**src/rtl/banco_registradores_sb.sv**
```systemverilog
// ============================================================================
// Module   : banco_registradores_sb
// Purpose  : XLEN x 2**ADDR_W register file, x0 hardwired to zero, with a
//            per-register busy scoreboard and a registered busy count.
// Option   : define BANCO_REGS_BYPASS_EN for write-through read forwarding.
// Revision : 1.0 - initial release
// ============================================================================
`default_nettype none

module banco_registradores_sb #(
   parameter int XLEN   = 32,
   parameter int ADDR_W = 5,
   parameter int CNT_W  = 6
) (
   input  logic              clk,
   input  logic              reset,
   input  logic              RegWrite,
   input  logic [ADDR_W-1:0] rd,
   input  logic [XLEN-1:0]   Write_Data,
   input  logic [ADDR_W-1:0] rs1,
   input  logic [ADDR_W-1:0] rs2,
   output logic [XLEN-1:0]   Register1,
   output logic [XLEN-1:0]   Register2,
   input  logic              issue,
   input  logic [ADDR_W-1:0] issue_rd,
   output logic              busy1,
   output logic              busy2,
   output logic [CNT_W-1:0]  busy_count
);

   localparam int C_NREG = 1 << ADDR_W;

   logic [XLEN-1:0]   mem_q [C_NREG];
   logic [XLEN-1:0]   mem_d [C_NREG];
   logic [C_NREG-1:0] busy_q;
   logic [C_NREG-1:0] busy_d;
   logic [CNT_W-1:0]  count_q;
   logic [CNT_W-1:0]  count_d;

   logic w_wr_en;
   logic w_iss_en;
   logic w_set;
   logic w_clr;

   assign w_wr_en  = RegWrite && (rd != '0);
   assign w_iss_en = issue && (issue_rd != '0);

   // The count moves only on genuine bit transitions; a set and a clear of
   // the same register in one cycle resolves to set, so it is not a clear.
   assign w_set = w_iss_en && !busy_q[issue_rd];
   assign w_clr = w_wr_en && busy_q[rd] && !(w_iss_en && (issue_rd == rd));

   always_comb begin
      for (int i = 0; i < C_NREG; i++) begin
         mem_d[i] = mem_q[i];
      end
      if (w_wr_en) begin
         mem_d[rd] = Write_Data;
      end
   end

   always_comb begin
      busy_d = busy_q;
      if (w_wr_en) begin
         busy_d[rd] = 1'b0;
      end
      if (w_iss_en) begin
         busy_d[issue_rd] = 1'b1;
      end
      busy_d[0] = 1'b0;
   end

   always_comb begin
      count_d = count_q + CNT_W'(w_set) - CNT_W'(w_clr);
   end

   always_ff @(posedge clk or negedge reset) begin
      if (!reset) begin
         for (int i = 0; i < C_NREG; i++) begin
            mem_q[i] <= '0;
         end
         busy_q  <= '0;
         count_q <= '0;
      end else begin
         for (int i = 0; i < C_NREG; i++) begin
            mem_q[i] <= mem_d[i];
         end
         busy_q  <= busy_d;
         count_q <= count_d;
      end
   end

   assign busy_count = count_q;

   logic [XLEN-1:0] w_rd1_stored;
   logic [XLEN-1:0] w_rd2_stored;

   assign w_rd1_stored = (rs1 == '0) ? '0 : mem_q[rs1];
   assign w_rd2_stored = (rs2 == '0) ? '0 : mem_q[rs2];

`ifdef BANCO_REGS_BYPASS_EN
   logic w_fwd1;
   logic w_fwd2;

   assign w_fwd1 = w_wr_en && (rd == rs1);
   assign w_fwd2 = w_wr_en && (rd == rs2);

   assign Register1 = w_fwd1 ? Write_Data : w_rd1_stored;
   assign Register2 = w_fwd2 ? Write_Data : w_rd2_stored;

   // A forwarded register is no longer pending unless it is re-issued now.
   assign busy1 = (w_fwd1 && !(w_iss_en && (issue_rd == rs1))) ? 1'b0 : busy_q[rs1];
   assign busy2 = (w_fwd2 && !(w_iss_en && (issue_rd == rs2))) ? 1'b0 : busy_q[rs2];
`else
   assign Register1 = w_rd1_stored;
   assign Register2 = w_rd2_stored;
   assign busy1     = busy_q[rs1];
   assign busy2     = busy_q[rs2];
`endif

endmodule

`default_nettype wire

```
**config.mk**
```make
export PLATFORM = sky130hd
export DESIGN_NAME = banco_registradores_sb
export DESIGN_NICKNAME = d
export VERILOG_FILES = /design/src/rtl/banco_registradores_sb.sv
export SDC_FILE = /design/constraint.sdc
export NUM_CORES = 2
export LEC_CHECK = 0
export BUFFER_PORTS_ARGS = -buffer_cell sky130_fd_sc_hd__buf_2
export CORE_ASPECT_RATIO = 0.7
export CORE_MARGIN = 2
export CORE_UTILIZATION = 30
export CTS_BUF_LIST = sky130_fd_sc_hd__clkbuf_16
export DETAILED_ROUTE_END_ITERATION = 6
export PLACE_DENSITY = 0.51
export SLEW_MARGIN = 5
export SYNTH_ARGS = -nofsm -noshare
export SYNTH_HDL_FRONTEND = slang
export SYNTH_SLANG_ARGS = --single-unit
```
**constraint.sdc**
```tcl
create_clock -name clk -period 4.2 [get_ports clk]
set_clock_uncertainty 0.1 [all_clocks]
set_input_delay 0.42 -clock clk [delete_from_list [all_inputs] [get_ports clk]]
set_output_delay 0.42 -clock clk [all_outputs]
set_load 0.005 [all_outputs]
```
==> flow_metrics.env <==
export IMPL_synth_edf_count=0
export IMPL_numCtsBuffers=114
export IMPL_htreeDepth=3
export IMPL_clk_latency_ps=770
export IMPL_ys_warn_count=0
export IMPL_die_x_um=526.7
export IMPL_cts_clk_slew_worst_paths_ps=60
export IMPL_finalSetupViolCount=0
export IMPL_portBuffers=127
export IMPL_peakVddDrop_mv=0.3370
export IMPL_syn_area_per_cell_sq_um=14.97
export IMPL_syn_inst=3833
export IMPL_startpoint_type="input pin"
export IMPL_cts_sinks=1061
export IMPL_vias_per_cell=5.703
export IMPL_rsz0062_at_grt="no"
export IMPL_num_vias=36944
export IMPL_clockBufferDepth=3
export IMPL_cp_arrival_ps=3010
export IMPL_grt_pass1_wl_mm=297.0
export IMPL_crit_required_ps=3680
export IMPL_slew_violations=0
export IMPL_synth_main_ff_cell="dfrtp_1"
export IMPL_worstSetupPathType="input pin to output port"
export IMPL_synth_seq_cells=1061
export IMPL_syn2layout_area_growth_pct=13.68
export IMPL_ctsRootBufferMaster="clkbuf_16"
export IMPL_p_leak_uw=0.02786
export IMPL_postLayoutCoreUtil=0.3427
export IMPL_start_util=0.3015
export IMPL_grt_max_degree=106
export IMPL_antenna_found_initial=15
export IMPL_drt_iter0_drc=3022
export IMPL_relSlewSlack=0.2458
export IMPL_cts_tree="yes"
export IMPL_n_fill_cell=18214
export IMPL_wl_mm=206.8
export IMPL_endpoint_kind="output port"
export IMPL_ys_seq_area_frac=0.4628
export IMPL_finalNetCount=3926
export IMPL_async_flop_share=1.000
export IMPL_max_freq_mhz=283.4
export IMPL_wl_per_cell_um=31.92
export IMPL_grt_pass1_vias=37955
export IMPL_final_hold_viol_count=0
export IMPL_slowest_stage="buf_8"
export IMPL_drc=0
export IMPL_drive_above_1_share=0.5271
export IMPL_cts_resized_gates=0
export IMPL_fp_dieH_um=369.9
export IMPL_rows=134
export IMPL_grt_usage=0.2117
export IMPL_grt_overflow=0
export IMPL_drt_first_pass_iters=6
export IMPL_crit_chain="buf_8 > buf_12 > mux4_2 > and2_1 > a211oi_1 > a311oi_2 > buf_4 > buf_2"
export IMPL_fin_setup_tns_ps=0
export IMPL_core_area_sq_um=190300
export IMPL_period_needed_ps=3528
export IMPL_die_area_sq_um=194800
export IMPL_cp_max_fo=53
export IMPL_ioPinCount=128
export IMPL_synth_distinct_cells=62
export IMPL_ant_nets=0
export IMPL_status="finished, final reports clean"
export IMPL_cpPeakStageDelay_ps=540
export IMPL_dpl_hpwl_mm=125.6
export IMPL_syn_nets=3896
export IMPL_p_per_area_nw_per_um2=465.6
export IMPL_period_share=0.8401
export IMPL_tightest_slew_ps=1131
export IMPL_power_uw=30360
export IMPL_routabilityCongestion=0.8478
export IMPL_syn_cell_area_sq_um=57370
export IMPL_min_path_type="input pin to register"
export IMPL_cap_violations=0
## sequential cells by signal (all words and copies together) (netlist names)
register and count:
mem_q 1024, busy_q 31, busy_count 6
## cell usage after synthesis (4+ instances only)
master	n	area (sq um)
nor2b_1	10	62.56
clkbuf_1	255	957.2
inv_1	24	90.09
mux2_1	11	123.9
ha_1	6	75.07
nand4_1	4	25.02
a22oi_1	64	480.5
o22ai_1	13	81.33
a311oi_2	4	60.06
o21ai_0	69	345.3
and2_1	68	425.4
nor2_2	6	37.54
nand2_1	30	112.6
o21ai_1	67	335.3
mux2_2	1047	11790
a221oi_1	64	560.5
dfrtp_1	1061	26550
a311oi_1	61	534.3
buf_1	8	30.03
nor3_1	4	20.02
nand3b_1	6	45.04
nor2_1	7	26.28
buf_8	7	105.1
mux4_2	475	10700
nor3_2	5	50.05
buf_4	30	225.2
nor3b_1	4	30.03
nand2b_1	4	25.02
xnor2_1	7	61.31
a22o_1	12	105.1
a211oi_1	64	480.5
buf_2	112	560.5
mux2i_1	145	1451
buf_6	31	349.1
## worst paths after layout
kind / end / slack [ps] / cells past startpoint / from
worst min-delay path: busy_q[7] / 90 / 5 / issue
max in group asynchronous: mem_q[875] / 2500 / 4 / reset
worst max register to register: busy_count[5] / 890 / 11 / busy_q[11]
min in group asynchronous: mem_q[830] / 200 / 2 / reset
worst min register to register: mem_q[1019] / 290 / 0 / mem_q[1019]
worst max-delay path: Register1[13] / 670 / 8 / rs1[1]
## routing by layer
metal  global-route usage  part of all wire  up-vias
li1                     -                 -    15017
met1               0.3024              0.46    20396
met2               0.3279              0.45     1204
met3              0.04000             0.061      313
met4              0.05780             0.029       14
met5                    0           0.00042        -
## worst max-delay path, delay by kind of cell
kind                   cells  cell delay [ps]
AO/OA/AOI/OAI              2              550
AND/OR/NAND/NOR            1              170
buffers and inverters      4             1180
multiplexers               1              540
## cell families after synthesis
logic type,after synthesis,share of synthesized area
xor gates and xnor gates,9,0.001374
buffers and inverters,473,0.04164
adders and majority gates,7,0.001658
DFF,1061,0.4628
muxes,1680,0.4204
and+or+nand+nor,169,0.01786
AOI/OAI and AO/OA,434,0.05424
## area by class of cell
type / count / area, sq um / share of cell area
clock buffer: 115 / 2878 / 0.04413
multi-input combinational: 2299 / 28660 / 0.4396
inverter: 27 / 111.4 / 0.001708
antenna: 1 / 2.502 / 0.00003837
sequential: 1061 / 26550 / 0.4072
clock inverter: 99 / 738.2 / 0.01132
tap: 2516 / 3148 / 0.04828
timing repair buffer: 360 / 3118 / 0.04781
## metrics by stage
step	instances	worst slack, ps	area, sq um	hold slack [ps]
global placement	6262	513.7	61580	278.4
detailed placement	6262	521.3	61580	282.1
finish	6478	671.6	65210	86.85
CTS	6477	539.8	65210	9.576
global route	6478	526.4	65210	73.10
floorplan	3833	1062	57370	24.41
## what timing repair did
action / 4_1_cts / 5_1_grt
hold buffers: 1 / 0
hold endpoints to repair: 59 / 0
buffers inserted: 0 / 0
setup endpoints to repair: 0 / 0
## cell usage in the layout, fill, tap and decap left out, types with 31 or more instances in the layout
cell | netlist | routed
o21ai_1 | 67 | 67
inv_1 | 24 | 54
o21ai_0 | 69 | 69
mux2_2 | 1047 | 1047
a22oi_1 | 64 | 64
clkbuf_16 | 0 | 115
and2_1 | 68 | 66
clkinv_1 | 2 | 31
a211oi_1 | 64 | 64
buf_4 | 30 | 181
buf_2 | 112 | 118
a221oi_1 | 64 | 64
mux2i_1 | 145 | 145
a311oi_1 | 61 | 59
dfrtp_1 | 1061 | 1061
mux4_2 | 475 | 475
buf_12 | 3 | 53
## where the power goes
| part | switching [uW] | leakage, uW | internal, uW |
|---|---|---|---|
| clock | 4490 | 0.00189 | 5510 |
| sequential | 1460 | 0.0136 | 12200 |
| combinational | 2810 | 0.0124 | 3890 |
Power figures use the tool's default switching activity.
